--- src/rtl/mult_arbiter_if.sv ---
// Requester, multiplier and result signals of mult_arbiter.
// The arbiter uses the slave view; the surrounding datapath uses the master view.
interface mult_arbiter_if #(
   parameter int unsigned N_REQ = 4,
   parameter int unsigned WIDTH = 27
);
   logic [N_REQ-1:0]       req_valid;
   logic [N_REQ*WIDTH-1:0] req_a;
   logic [N_REQ*WIDTH-1:0] req_b;
   logic [N_REQ-1:0]       req_ready;
   logic [WIDTH-1:0]       mult_dataa;
   logic [WIDTH-1:0]       mult_datab;
   logic [2*WIDTH-1:0]     mult_result;
   logic [N_REQ-1:0]       res_valid;
   logic [2*WIDTH-1:0]     res_data;
   logic                   busy;

   modport slave (
      input  req_valid, req_a, req_b, mult_result,
      output req_ready, mult_dataa, mult_datab, res_valid, res_data, busy
   );

   modport master (
      output req_valid, req_a, req_b, mult_result,
      input  req_ready, mult_dataa, mult_datab, res_valid, res_data, busy
   );
endinterface

--- src/rtl/mult_arbiter.sv ---
// Round-robin sharing of one pipelined signed multiplier among N_REQ requesters.
// A tag pipeline rides alongside the multiplier so each product returns to its issuer.
module mult_arbiter #(
   parameter int unsigned N_REQ   = 4,
   parameter int unsigned WIDTH   = 27,
   parameter int unsigned LATENCY = 4
) (
   input logic           clk,
   input logic           reset_n,
   mult_arbiter_if.slave bus
);
   localparam int unsigned IDX_W = (N_REQ > 1) ? $clog2(N_REQ) : 1;
   localparam int unsigned PW    = 2 * WIDTH;
   localparam int unsigned NSTG  = LATENCY + 1;

   logic [IDX_W-1:0]           ptr_q, ptr_d;
   logic [WIDTH-1:0]           dataa_q, dataa_d;
   logic [WIDTH-1:0]           datab_q, datab_d;
   logic [NSTG-1:0]            tag_vld_q, tag_vld_d;
   logic [NSTG-1:0][IDX_W-1:0] tag_idx_q, tag_idx_d;
   logic [N_REQ-1:0]           res_valid_q, res_valid_d;
   logic [PW-1:0]              res_data_q, res_data_d;

   logic [N_REQ-1:0]           gnt_c;
   logic [IDX_W-1:0]           gnt_idx_c;
   logic [IDX_W-1:0]           scan_idx_c;
   logic                       gnt_any_c;

   // First valid requester at or after ptr wins; nothing is granted while in reset.
   always_comb begin
      gnt_c      = '0;
      gnt_idx_c  = '0;
      scan_idx_c = '0;
      gnt_any_c  = 1'b0;
      for (int unsigned k = 0; k < N_REQ; k++) begin
         scan_idx_c = IDX_W'((32'(ptr_q) + k) % N_REQ);
         if (reset_n && !gnt_any_c && bus.req_valid[scan_idx_c]) begin
            gnt_c[scan_idx_c] = 1'b1;
            gnt_idx_c         = scan_idx_c;
            gnt_any_c         = 1'b1;
         end
      end
   end

   // Issue, tag shift and result capture; the tag shifts every cycle, no stall.
   always_comb begin
      ptr_d       = ptr_q;
      dataa_d     = dataa_q;
      datab_d     = datab_q;
      tag_vld_d   = {tag_vld_q[NSTG-2:0], gnt_any_c};
      tag_idx_d   = {tag_idx_q[NSTG-2:0], gnt_idx_c};
      res_valid_d = '0;
      res_data_d  = res_data_q;

      if (gnt_any_c) begin
         ptr_d   = (gnt_idx_c == IDX_W'(N_REQ - 1)) ? '0 : gnt_idx_c + 1'b1;
         dataa_d = bus.req_a[32'(gnt_idx_c) * WIDTH +: WIDTH];
         datab_d = bus.req_b[32'(gnt_idx_c) * WIDTH +: WIDTH];
      end

      if (tag_vld_q[NSTG-1]) begin
         res_valid_d[tag_idx_q[NSTG-1]] = 1'b1;
         res_data_d                     = bus.mult_result;
      end
   end

   always_ff @(posedge clk) begin
      if (!reset_n) begin
         ptr_q       <= '0;
         dataa_q     <= '0;
         datab_q     <= '0;
         tag_vld_q   <= '0;
         tag_idx_q   <= '0;
         res_valid_q <= '0;
         res_data_q  <= '0;
      end else begin
         ptr_q       <= ptr_d;
         dataa_q     <= dataa_d;
         datab_q     <= datab_d;
         tag_vld_q   <= tag_vld_d;
         tag_idx_q   <= tag_idx_d;
         res_valid_q <= res_valid_d;
         res_data_q  <= res_data_d;
      end
   end

   assign bus.req_ready  = gnt_c;
   assign bus.mult_dataa = dataa_q;
   assign bus.mult_datab = datab_q;
   assign bus.res_valid  = res_valid_q;
   assign bus.res_data   = res_data_q;
   assign bus.busy       = (|tag_vld_q) | (|res_valid_q);
endmodule

--- src/flat_wrapper.sv ---
// flat-port wrapper written by rule: the top's interface ports become plain ports
module mult_arbiter_flat 
#(
   parameter int unsigned N_REQ   = 4,
   parameter int unsigned WIDTH   = 27,
   parameter int unsigned LATENCY = 4
)
  (clk, reset_n, bus_req_valid, bus_req_a, bus_req_b, bus_mult_result, bus_req_ready, bus_mult_dataa, bus_mult_datab, bus_res_valid, bus_res_data, bus_busy);
  mult_arbiter_if #(.N_REQ(N_REQ), .WIDTH(WIDTH)) bus_i ();
  input logic clk;
  input logic reset_n;
  input wire logic [$bits(bus_i.req_valid)-1:0] bus_req_valid;
  input wire logic [$bits(bus_i.req_a)-1:0] bus_req_a;
  input wire logic [$bits(bus_i.req_b)-1:0] bus_req_b;
  input wire logic [$bits(bus_i.mult_result)-1:0] bus_mult_result;
  output wire logic [$bits(bus_i.req_ready)-1:0] bus_req_ready;
  output wire logic [$bits(bus_i.mult_dataa)-1:0] bus_mult_dataa;
  output wire logic [$bits(bus_i.mult_datab)-1:0] bus_mult_datab;
  output wire logic [$bits(bus_i.res_valid)-1:0] bus_res_valid;
  output wire logic [$bits(bus_i.res_data)-1:0] bus_res_data;
  output wire logic [$bits(bus_i.busy)-1:0] bus_busy;
  assign bus_i.req_valid = bus_req_valid;
  assign bus_i.req_a = bus_req_a;
  assign bus_i.req_b = bus_req_b;
  assign bus_i.mult_result = bus_mult_result;
  assign bus_req_ready = bus_i.req_ready;
  assign bus_mult_dataa = bus_i.mult_dataa;
  assign bus_mult_datab = bus_i.mult_datab;
  assign bus_res_valid = bus_i.res_valid;
  assign bus_res_data = bus_i.res_data;
  assign bus_busy = bus_i.busy;
  mult_arbiter #(.N_REQ(N_REQ), .WIDTH(WIDTH), .LATENCY(LATENCY)) u_core (.clk(clk), .reset_n(reset_n), .bus(bus_i));
endmodule
--- config.mk ---
export PLATFORM = sky130hd
export DESIGN_NAME = mult_arbiter_flat
export DESIGN_NICKNAME = d
export VERILOG_FILES = /design/src/rtl/mult_arbiter_if.sv /design/src/rtl/mult_arbiter.sv /design/src/flat_wrapper.sv
export SDC_FILE = /design/constraint.sdc
export NUM_CORES = 1
export LEC_CHECK = 0
export ABC_AREA = 1
export BUFFER_PORTS_ARGS = -buffer_cell sky130_fd_sc_hd__buf_2
export CAP_MARGIN = 20
export CORE_AREA = 2 2 154 156
export CTS_CLUSTER_DIAMETER = 150
export DETAILED_ROUTE_END_ITERATION = 8
export DIE_AREA = 0 0 156 158
export GPL_TIMING_DRIVEN = 0
export PLACE_DENSITY_LB_ADDON = 0.2
export SETUP_SLACK_MARGIN = 0.2
export SYNTH_ARGS = -nofsm -noshare
export SYNTH_HDL_FRONTEND = slang
export SYNTH_SLANG_ARGS = --single-unit
--- constraint.sdc ---
create_clock -name clk -period 2.7 [get_ports clk]
set_clock_uncertainty 0.05 [all_clocks]
set_input_delay 0 -clock clk [delete_from_list [all_inputs] [get_ports clk]]
set_output_delay 0 -clock clk [all_outputs]
set_load 0.005 [all_outputs]
==> results of run 1 <==
[cell type report]
cell class / count / area [sq um]
fill: 2025 / 8740
timing repair buffer: 665 / 4850
multi-input combinational: 728 / 3950
sequential: 129 / 2590
inverter: 351 / 1330
buffer: 83 / 631
clock buffer: 17 / 425
tap: 290 / 363
clock inverter: 15 / 173
antenna: 2 / 5.00
[kinds of logic after synthesis]
kind of cell / count (synthesis) / share of synthesized area, %
buffers and inverters: 434 / 22.7
and+or+nand+nor: 599 / 34.4
adders and majority gates: 4 / 0.656
AOI/OAI and AO/OA: 124 / 8.24
xor gates and xnor gates: 1 / 0.115
DFF: 129 / 33.8
[registers in the layout, indices dropped and copies added (netlist names)]
register               flops
u_core.bus.res_data       54
u_core.bus.mult_dataa     27
u_core.bus.mult_datab     27
u_core.tag_idx_d           8
u_core.tag_vld_q           5
u_core.bus.res_valid       4
u_core.ptr_q               2
u_core.tag_idx_q           2
[worst min-delay path by stage]
stage	startpoint	endpoint	slack, ps	cells past startpoint
2_1_floorplan	bus_mult_result[0]	u_core.bus.res_data[0]	80	2
3_3_place_gp	bus_mult_result[30]	u_core.bus.res_data[30]	170	3
3_5_place_dp	bus_mult_result[53]	u_core.bus.res_data[53]	180	3
4_1_cts	bus_req_a[46]	u_core.bus.mult_dataa[19]	0.7	7
5_1_grt	bus_req_a[46]	u_core.bus.mult_dataa[19]	10	7
6_report	bus_req_b[38]	u_core.bus.mult_datab[11]	-10	7
[routing by layer]
metal	vias up	wire, microns	track usage (%)
li1	5280	-	-
met1	4926	14000	29.9
met2	557	17800	47.2
met3	145	2550	5.86
met4	0	1790	15.9
met5	-	0	0
[worst register-to-register path, stage by stage (launching register included)]
cell	delay (ps)
sky130_fd_sc_hd__dfxtp_4	400
sky130_fd_sc_hd__inv_4	70
sky130_fd_sc_hd__ha_4	270
sky130_fd_sc_hd__inv_4	70
sky130_fd_sc_hd__nand3_2	70
sky130_fd_sc_hd__nand2_2	80
sky130_fd_sc_hd__nand4_1	160
sky130_fd_sc_hd__buf_4	200
sky130_fd_sc_hd__o21ai_4	170
sky130_fd_sc_hd__buf_12	150
sky130_fd_sc_hd__nand2_8	70
sky130_fd_sc_hd__buf_16	160
sky130_fd_sc_hd__clkbuf_16	170
sky130_fd_sc_hd__nand2_1	60
sky130_fd_sc_hd__nand3_1	80
sky130_fd_sc_hd__nand3_2	90
sky130_fd_sc_hd__nand2_1	50
sky130_fd_sc_hd__inv_1	40
[cells in the final DEF, fill, tap and decap left out, types with 3 or more instances in the layout]
master / instances
sky130_fd_sc_hd__nand2_2: 26
sky130_fd_sc_hd__ha_1: 3
sky130_fd_sc_hd__o21ai_1: 11
sky130_fd_sc_hd__nand2_4: 8
sky130_fd_sc_hd__o21ai_0: 103
sky130_fd_sc_hd__nand3_2: 90
sky130_fd_sc_hd__nand3_1: 191
sky130_fd_sc_hd__clkbuf_16: 25
sky130_fd_sc_hd__nor3_1: 4
sky130_fd_sc_hd__nand4_1: 3
sky130_fd_sc_hd__buf_2: 401
sky130_fd_sc_hd__inv_6: 6
sky130_fd_sc_hd__o22ai_1: 4
sky130_fd_sc_hd__nor2_1: 111
sky130_fd_sc_hd__buf_4: 24
sky130_fd_sc_hd__clkbuf_1: 24
sky130_fd_sc_hd__inv_8: 3
sky130_fd_sc_hd__buf_8: 7
sky130_fd_sc_hd__dlygate4sd3_1: 248
sky130_fd_sc_hd__buf_6: 5
sky130_fd_sc_hd__inv_2: 3
sky130_fd_sc_hd__a21oi_1: 5
sky130_fd_sc_hd__clkbuf_4: 12
sky130_fd_sc_hd__buf_12: 10
sky130_fd_sc_hd__nand2_1: 158
sky130_fd_sc_hd__dfxtp_1: 127
sky130_fd_sc_hd__inv_1: 345
sky130_fd_sc_hd__clkbuf_2: 8
sky130_fd_sc_hd__clkinvlp_4: 5
[timing repair]
action,4_1_cts,5_1_grt
gates resized for setup,55,204
gates cloned,1,9
hold buffers,246,2
pin swaps,7,58
endpoints found under the hold margin,108,2
setup buffers,7,9
setup endpoints to repair,62,58
[power groups by stage]
stage	sequential [uW]	clock [uW]	combinational, uW
floorplan	2560	0	4830
global placement	2550	0	7180
detailed placement	2560	0	7230
CTS	2530	2410	8220
global route	2580	2500	11700
finish	2540	2380	10700
[metrics by stage]
stage               setup WS, ps  power [uW]  TNS (ps)  hold WS, ps  util, %
finish                       226       15700         0        -13.9     62.1
detailed placement          -561        9780    -26290          178     43.2
global placement            -554        9730    -24680          172     43.2
global route                55.0       16800         0         15.0     62.1
CTS                          231       13200         0        0.699     57.5
floorplan                    334        7390         0         84.9        -
==> results.txt, run 1 <==
At the end of routability-driven placement, the weighted congestion stood at 0.915. The run gives 10300 as the via count of the first global-routing pass. The worst setup path is captured at a register. The critical path starts at u_core.ptr_q[1]. After detailed routing, the number of vias per cell comes to 4.78. In this run, synthesis produced a sequential element count of 129. The cell area power density came out at 1090 nW/um^2. Maximum frequency from static timing analysis: 404 MHz. The mean post-synth cell area came out at 5.91 sq um.

The slowest cell on the critical path is sky130_fd_sc_hd__dfxtp_4. The logs give 17 for the maximum number of pins on one net before global-route repair and 0 for the warning count from the yosys run. The critical path ends at u_core.bus.mult_datab[24]. For the final count of pins violating max slew, the log shows 0. Final critical-path share of the clock period: 91.6%. After the last flow step, the layout net total stands at 2255.

Buffers plus inverters on the worst setup path: 7. For this configuration, the core starts out at a cell density of 33.1%. The number of nets in the synthesized netlist is 1571. After synthesis, the netlist uses 23 different library cells. The count of placed standard cells in the final layout, fillers left out is 2280.

The finished cells cover 14300 sq um. The post-route netlist has 32.6% of its cells at a drive strength greater than 1. STA puts the critical path data arrival time at 2790 ps.

The H-tree was split into 4 levels. After synthesis, the largest area contributor takes up 33.8% of total cell area. After detailed routing, the number of remaining DRC violations is 0.

The critical path depth in cells is 17. The clock period minus final worst setup slack works out to 2470 ps. The internal portion of the total power is 8320 uW. The tools report the number of top-level design ports as 393. The checks that failed: hold timing.

Counting tap cells, the placed design contains a total of 1972 instances. Worst min-delay path class: input pin to register. Of the total power, registers draw 16.2%.

The path depth of the worst reg2reg path was 17. The cell type with the highest aggregate area in the netlist was sky130_fd_sc_hd__dfxtp_1. The worst register-to-register path begins at u_core.ptr_q[1]. At the pin with the least slew margin, the transition time is 515 ps. TritonCTS built the clock tree.

Summed over all layers, the routed wires come to 36.2 mm. The die width works out to 156 microns. After floorplanning, the core was sized to cover 23100 sq um. In this run the clock root is driven by a sky130_fd_sc_hd__clkbuf_16. For this run, the register share of the synthesized area comes to 33.8%. The total number of clock tree sinks came out at 129.

The largest single stage delay on the critical path is 400 ps. The net switching share of the total power was 46.9%. The category of the worst setup path launch point was a register.

The tools report the aggregate global routing overflow as 0. The wire length of the first global-routing pass is 51.6 mm, and the cell row count is 56. The cell with the most instances after synthesis was sky130_fd_sc_hd__inv_1.

The signed area change from the synthesized netlist to the final layout was 87.5%; the peak supply drop was 0.643 mV. Number of optimization iterations in the first detailed-route pass: 7. Counting the buffers created by CTS gives 17.

Maximum fanout along the worst path: 6. By count the netlist is led by 348 x sky130_fd_sc_hd__inv_1, 281 x sky130_fd_sc_hd__nand3_1, 193 x sky130_fd_sc_hd__nand2_1. The overall die height was 158 microns. The post-detailed-route wirelength per cell is 15.9 microns, and the setup violation total in the final timing report is 0. For this design the static power due to leakage is 0.00844 uW. Yosys attributes the largest share of cell area to sky130_fd_sc_hd__dfxtp_1 34%, sky130_fd_sc_hd__nand3_1 18%, sky130_fd_sc_hd__inv_1 17%, sky130_fd_sc_hd__nand2_1 9.5%, sky130_fd_sc_hd__o21ai_0 7.4%.

The flow ran to the end, but the final reports show violations. The number of enable flip-flop cells after synthesis was 0; the count of vias placed by the detailed router was 10900. Kind of cell adding the most delay to the critical path: buffers and inverters. Setup repair after global routing could not meet its margin everywhere. The run gives 0 as the remaining antenna violation count. The die covers 24600 sq um.

Once placement finished, the instance area stood at 9950 sq um. The worst setup path is of the register to register kind. For this design the total switching power over the nets is 7340 uW. The portion of total power attributed to combinational logic came out at 68.6%. Per report_power, the clock group accounts for 15.2% of the total.

The wire-length estimate of the detail-placed layout is 23.5 mm. Global routing used 26.9% of the available tracks. In this run the critical register-to-register path is captured at u_core.bus.mult_datab[24].

For the worst hold margin, the log shows -13.9 ps. The clock-pin slew reported for the worst setup and hold paths after clock tree synthesis was 60 ps; the netlist area before placement was 7630 sq um. The number of DRC violations after detailed-routing iteration 0 is 675. After technology mapping, the gate count stands at 1291. In the synthesized netlist the async set-or-reset flop fraction comes to 0%. The final hold violation count is 1, and the buffer levels on the longest clock path is 2.

Across all register-to-register paths, the minimum setup slack is 230 ps. The number of antenna violations at the first check in global routing was 2; the max-slew headroom at the worst pin was 65.7%. The number of buffer cells added on primary ports was 391. Walking the worst path, the cells encountered are inv_4, ha_4, inv_4, nand3_2, nand2_2, nand4_1, buf_4, o21ai_4, buf_12, nand2_8, buf_16, clkbuf_16, nand2_1, nand3_1, nand3_2, nand2_1, inv_1. The clock network latency to the later pin of the worst-skew pair was 420 ps. At the worst endpoint, the required time is 3020 ps. The run gives 0 as the count of max-cap constraint violations. The most frequently used flop master after synthesis is sky130_fd_sc_hd__dfxtp_1.
Note: power is estimated with default switching activity, not from simulation.
==> inputs of run 2 (changes only) <==
--- a/config.mk
+++ b/config.mk
@@ -13,7 +13,7 @@
 export DETAILED_ROUTE_END_ITERATION = 8
 export DIE_AREA = 0 0 156 158
 export GPL_TIMING_DRIVEN = 0
-export PLACE_DENSITY_LB_ADDON = 0.2
+export PLACE_DENSITY = 0.58
 export SETUP_SLACK_MARGIN = 0.2
 export SYNTH_ARGS = -nofsm -noshare
 export SYNTH_HDL_FRONTEND = slang
==> run 2 against run 1 <==
- the run still ends with hold timing left
- worst hold slack got worse by 16 ps
- fmax decreased by 0.60%
- worst setup slack got worse by 15 ps
- combinational power about the same
- critical path depth unchanged
- register-to-register slack about the same
- first-iteration DRC count decreased by 2.5%
- cell count increased by 0.22%
- die area unchanged
- critical endpoint is now u_core.bus.mult_dataa[0]
- largest cell class unchanged
==> results.txt, run 2 (synthesized netlist as in run 1, its figures left out) <==
The slowest cell on the critical path was sky130_fd_sc_hd__dfxtp_2 (was sky130_fd_sc_hd__dfxtp_4). For the arrival time reported for the critical path endpoint, the log shows 2810 ps (was 2790 ps). Top library cells by usage in the layout, fill and taps aside: 397 x sky130_fd_sc_hd__buf_2, 345 x sky130_fd_sc_hd__inv_1, 246 x sky130_fd_sc_hd__dlygate4sd3_1 (was 401 x sky130_fd_sc_hd__buf_2, 345 x sky130_fd_sc_hd__inv_1, 248 x sky130_fd_sc_hd__dlygate4sd3_1). The number of antenna violations at the first check in global routing was 2 (unchanged). The tools report the maximum frequency from static timing analysis as 402 MHz (was 404 MHz). The tools report the aggregate global routing overflow as 0 (unchanged).

The post-detailed-route wirelength per cell came out at 15.7 microns (was 15.9 microns). The clock network latency to the later pin of the worst-skew pair was 410 ps (was 420 ps); the detailed-route vias per instance was 4.73 (was 4.78). For the global placer's final weighted congestion, the log shows 0.908 (was 0.915).

Violated checks: hold timing (unchanged). The maximum fanout along the worst path was 6 (unchanged); the delay of the slowest cell on the worst path was 340 ps (was 400 ps). The number of DRC violations after detailed-routing iteration 0 is 658 (was 675). The final critical-path share of the clock period works out to 92.2% (was 91.6%).

The tools report the sequential group share of total power as 16.4% (was 16.2%). DRC violations left: 0 (unchanged). The run gives 56 (unchanged) as the cell row count. For the data required time at the worst endpoint, the log shows 3020 ps (about the same).

Launch point of the worst reg-to-reg path: u_core.ptr_q[0] (was u_core.ptr_q[1]). The signed area change from the synthesized netlist to the final layout came out at 87.3% (was 87.5%). The clock network fraction of design power is 13.8% (was 15.2%), and the final count of pins violating max slew is 0 (unchanged). The overall die height is 158 microns (unchanged).

The logs give 2 (unchanged) for the buffer levels on the longest clock path and 0 (unchanged) for the count of max-cap constraint violations. The worst min-delay path class is input pin to register (unchanged). The run gives 2050 (was 2025) as the number of fill cells in the layout. The tools report the switching power as 7140 uW (was 7340 uW).

The number of top-level design ports was 393 (unchanged). Kind of cell adding the most delay to the critical path: buffers and inverters (unchanged). The total track usage was 26.7% (was 26.9%); the final layout net count was 2260 (was 2255).

The proportion of layout cells with a drive suffix above 1 was 31.6% (was 32.6%). The run finished, with violations left. The start point of the critical path is u_core.ptr_q[0] (was u_core.ptr_q[1]).

The kind of end point of the critical path was a register (unchanged). The slew at the pin with the worst max-slew slack came out at 646 ps (was 515 ps). The total number of clock tree sinks is 129 (unchanged).

The logs give 0 (unchanged) for the remaining antenna violation count and 23100 sq um (unchanged) for the core outline area. The run gives 51.8 mm (was 51.6 mm) as the wire length of the first global-routing pass. The run gives 17 (unchanged) as the number of buffers created by CTS. The start point of the worst hold path is bus_req_b[69] (was bus_req_b[38]). The clock-pin slew reported for the worst setup and hold paths after clock tree synthesis works out to 70 ps (was 60 ps). For the maximum number of pins on one net before global-route repair, the log shows 17 (unchanged).

The buffer cell driving the clock tree root is sky130_fd_sc_hd__clkbuf_16 (unchanged). The leakage power is 0.00844 uW (about the same), and the final hold violation count is 3 (was 1). For the worst hold margin, the log shows -29.9 ps (was -13.9 ps).

The kind of critical path was register to register (unchanged). The most common cell after layout, fill and taps aside is sky130_fd_sc_hd__buf_2 (unchanged). Critical Path, Cell by Cell: buf_6, inv_8, ha_4, nand3_2, nand2_2, nand4_1, buf_4, o21ai_4, buf_12, nand2_8, clkbuf_16, buf_8, nand2_1, nand3_1, nand3_2, nand2_1, inv_1 (was inv_4, ha_4, inv_4, nand3_2, nand2_2, nand4_1, buf_4, o21ai_4, buf_12, nand2_8, buf_16, clkbuf_16, nand2_1, nand3_1, nand3_2, nand2_1, inv_1). The tools report the HPWL reported at the end of detailed placement as 23.4 mm (was 23.5 mm). For the effective utilization at floorplan, the log shows 33.1% (unchanged). The category of the worst setup path launch point is a register (unchanged).

The number of H-tree branching levels was 4 (unchanged); the clock period minus final worst setup slack was 2490 ps (was 2470 ps). The number of optimization iterations in the first detailed-route pass came out at 5 (was 7). Setup violation total in the final timing report: 0 (unchanged). The cell area power density came out at 1090 nW/um^2 (about the same). The buffers plus inverters on the worst setup path works out to 7 (unchanged). The portion of total power attributed to combinational logic is 69.9% (was 68.6%).

The run gives 210 ps (was 230 ps) as the worst-case register-to-register setup slack. Final sum of negative setup slack: 0 ps (unchanged). The number of flip-flops in the largest register was 54 (unchanged). The net switching share of the total power is 45.6% (was 46.9%). Internal power summed over all cells: 8500 uW (was 8320 uW).

The number of buffer cells added on primary ports is 391 (unchanged). The overall routed net length was 35.9 mm (was 36.2 mm). The overall die area was 24600 sq um (unchanged); the die width was 156 microns (unchanged). The count of vias placed by the detailed router is 10800 (was 10900). The tools report the via count of the first global-routing pass as 10400 (was 10300).

Setup repair after global routing could not meet its margin everywhere. TritonCTS built the clock tree. The peak supply drop is 0.556 mV (was 0.643 mV), and the max-slew headroom at the worst pin is 56.9% (was 65.7%).
==> run 2: cell types whose count changed in the layout (fill, tap and decap cells not counted), moves of 3 or more <==
cell                        delta
sky130_fd_sc_hd__nand3_1      +27
sky130_fd_sc_hd__nand3_2      -27
sky130_fd_sc_hd__o21ai_0      -21
sky130_fd_sc_hd__o21ai_1      +11
sky130_fd_sc_hd__buf_6        +10
sky130_fd_sc_hd__o21ai_2      +10
sky130_fd_sc_hd__clkbuf_2      -7
sky130_fd_sc_hd__nand2_1       +5
sky130_fd_sc_hd__buf_2         -4
sky130_fd_sc_hd__clkbuf_16     +4
sky130_fd_sc_hd__nand2_4       -4
sky130_fd_sc_hd__buf_8         +3
==> run 2: power groups by stage <==
stage	Clock [uW]	Combinational, uW	Sequential [uW]
after global placement	0	7070	2560
after detailed placement	0	7140	2570
after global routing	2280	11900	2600
after floorplan	0	4830	2560
final	2150	10900	2560
after CTS	2190	8100	2540
==> run 2: repair_timing <==
item / 4_1_cts / 5_1_grt
gates cloned: 0 / 14
hold buffers: 246 / 0
pin swaps: 6 / 49
resized for setup: 62 / 226
endpoints found under the setup margin: 61 / 60
hold endpoints to repair: 107 / 0
setup buffers: 8 / 12
==> run 2: through the flow <==
| stage | instance area (sq um) | total power (uW) | worst slack [ps] | util [%] | std cells |
|---|---|---|---|---|---|
| 2_1_floorplan | 7630 | 7390 | 334 | - | 1291 |
| 3_3_place_gp | 9950 | 9620 | -378 | 43.2 | 1972 |
| 3_5_place_dp | 9950 | 9700 | -417 | 43.2 | 1972 |
| 4_1_cts | 13200 | 12800 | 230 | 57.4 | 2258 |
| 5_1_grt | 14300 | 16800 | 104 | 62.0 | 2285 |
| 6_report | 14300 | 15600 | 211 | 62.0 | 2285 |
==> run 2: area by class of cell <==
class / count / area [sq um] / share of cell area (%)
clock inverter: 13 / 103 / 0.718
multi-input combinational: 728 / 3810 / 26.7
sequential: 129 / 2590 / 18.1
timing repair buffer: 671 / 4940 / 34.5
tap: 290 / 363 / 2.54
buffer: 82 / 718 / 5.02
clock buffer: 19 / 443 / 3.10
antenna: 2 / 5.00 / 0.0350
inverter: 351 / 1330 / 9.30
==> run 2: final timing paths <==
path | end | depth (start not counted)
hold reg to reg | u_core.tag_idx_q[9] | 2
setup reg to reg | u_core.bus.mult_dataa[0] | 17
hold / removal | u_core.bus.mult_datab[15] | 7
setup / recovery | u_core.bus.mult_dataa[0] | 17
==> run 2: worst reg2reg max path, stage by stage, from the launching register on <==
cell and delay, ps:
sky130_fd_sc_hd__dfxtp_2 340, sky130_fd_sc_hd__buf_6 110, sky130_fd_sc_hd__inv_8 30, sky130_fd_sc_hd__ha_4 300, sky130_fd_sc_hd__nand3_2 80, sky130_fd_sc_hd__nand2_2 80
sky130_fd_sc_hd__nand4_1 170, sky130_fd_sc_hd__buf_4 200, sky130_fd_sc_hd__o21ai_4 160, sky130_fd_sc_hd__buf_12 150, sky130_fd_sc_hd__nand2_8 70, sky130_fd_sc_hd__clkbuf_16 190
sky130_fd_sc_hd__buf_8 140, sky130_fd_sc_hd__nand2_1 60, sky130_fd_sc_hd__nand3_1 120, sky130_fd_sc_hd__nand3_2 110, sky130_fd_sc_hd__nand2_1 50, sky130_fd_sc_hd__inv_1 40
==> run 2: metal layers <==
layer	track usage [%]	vias up	share of wire, %
li1	-	5290	-
met1	28.8	4803	37
met2	48.2	563	50
met3	6.00	145	7.4
met4	14.9	0	5.6
met5	0	-	0
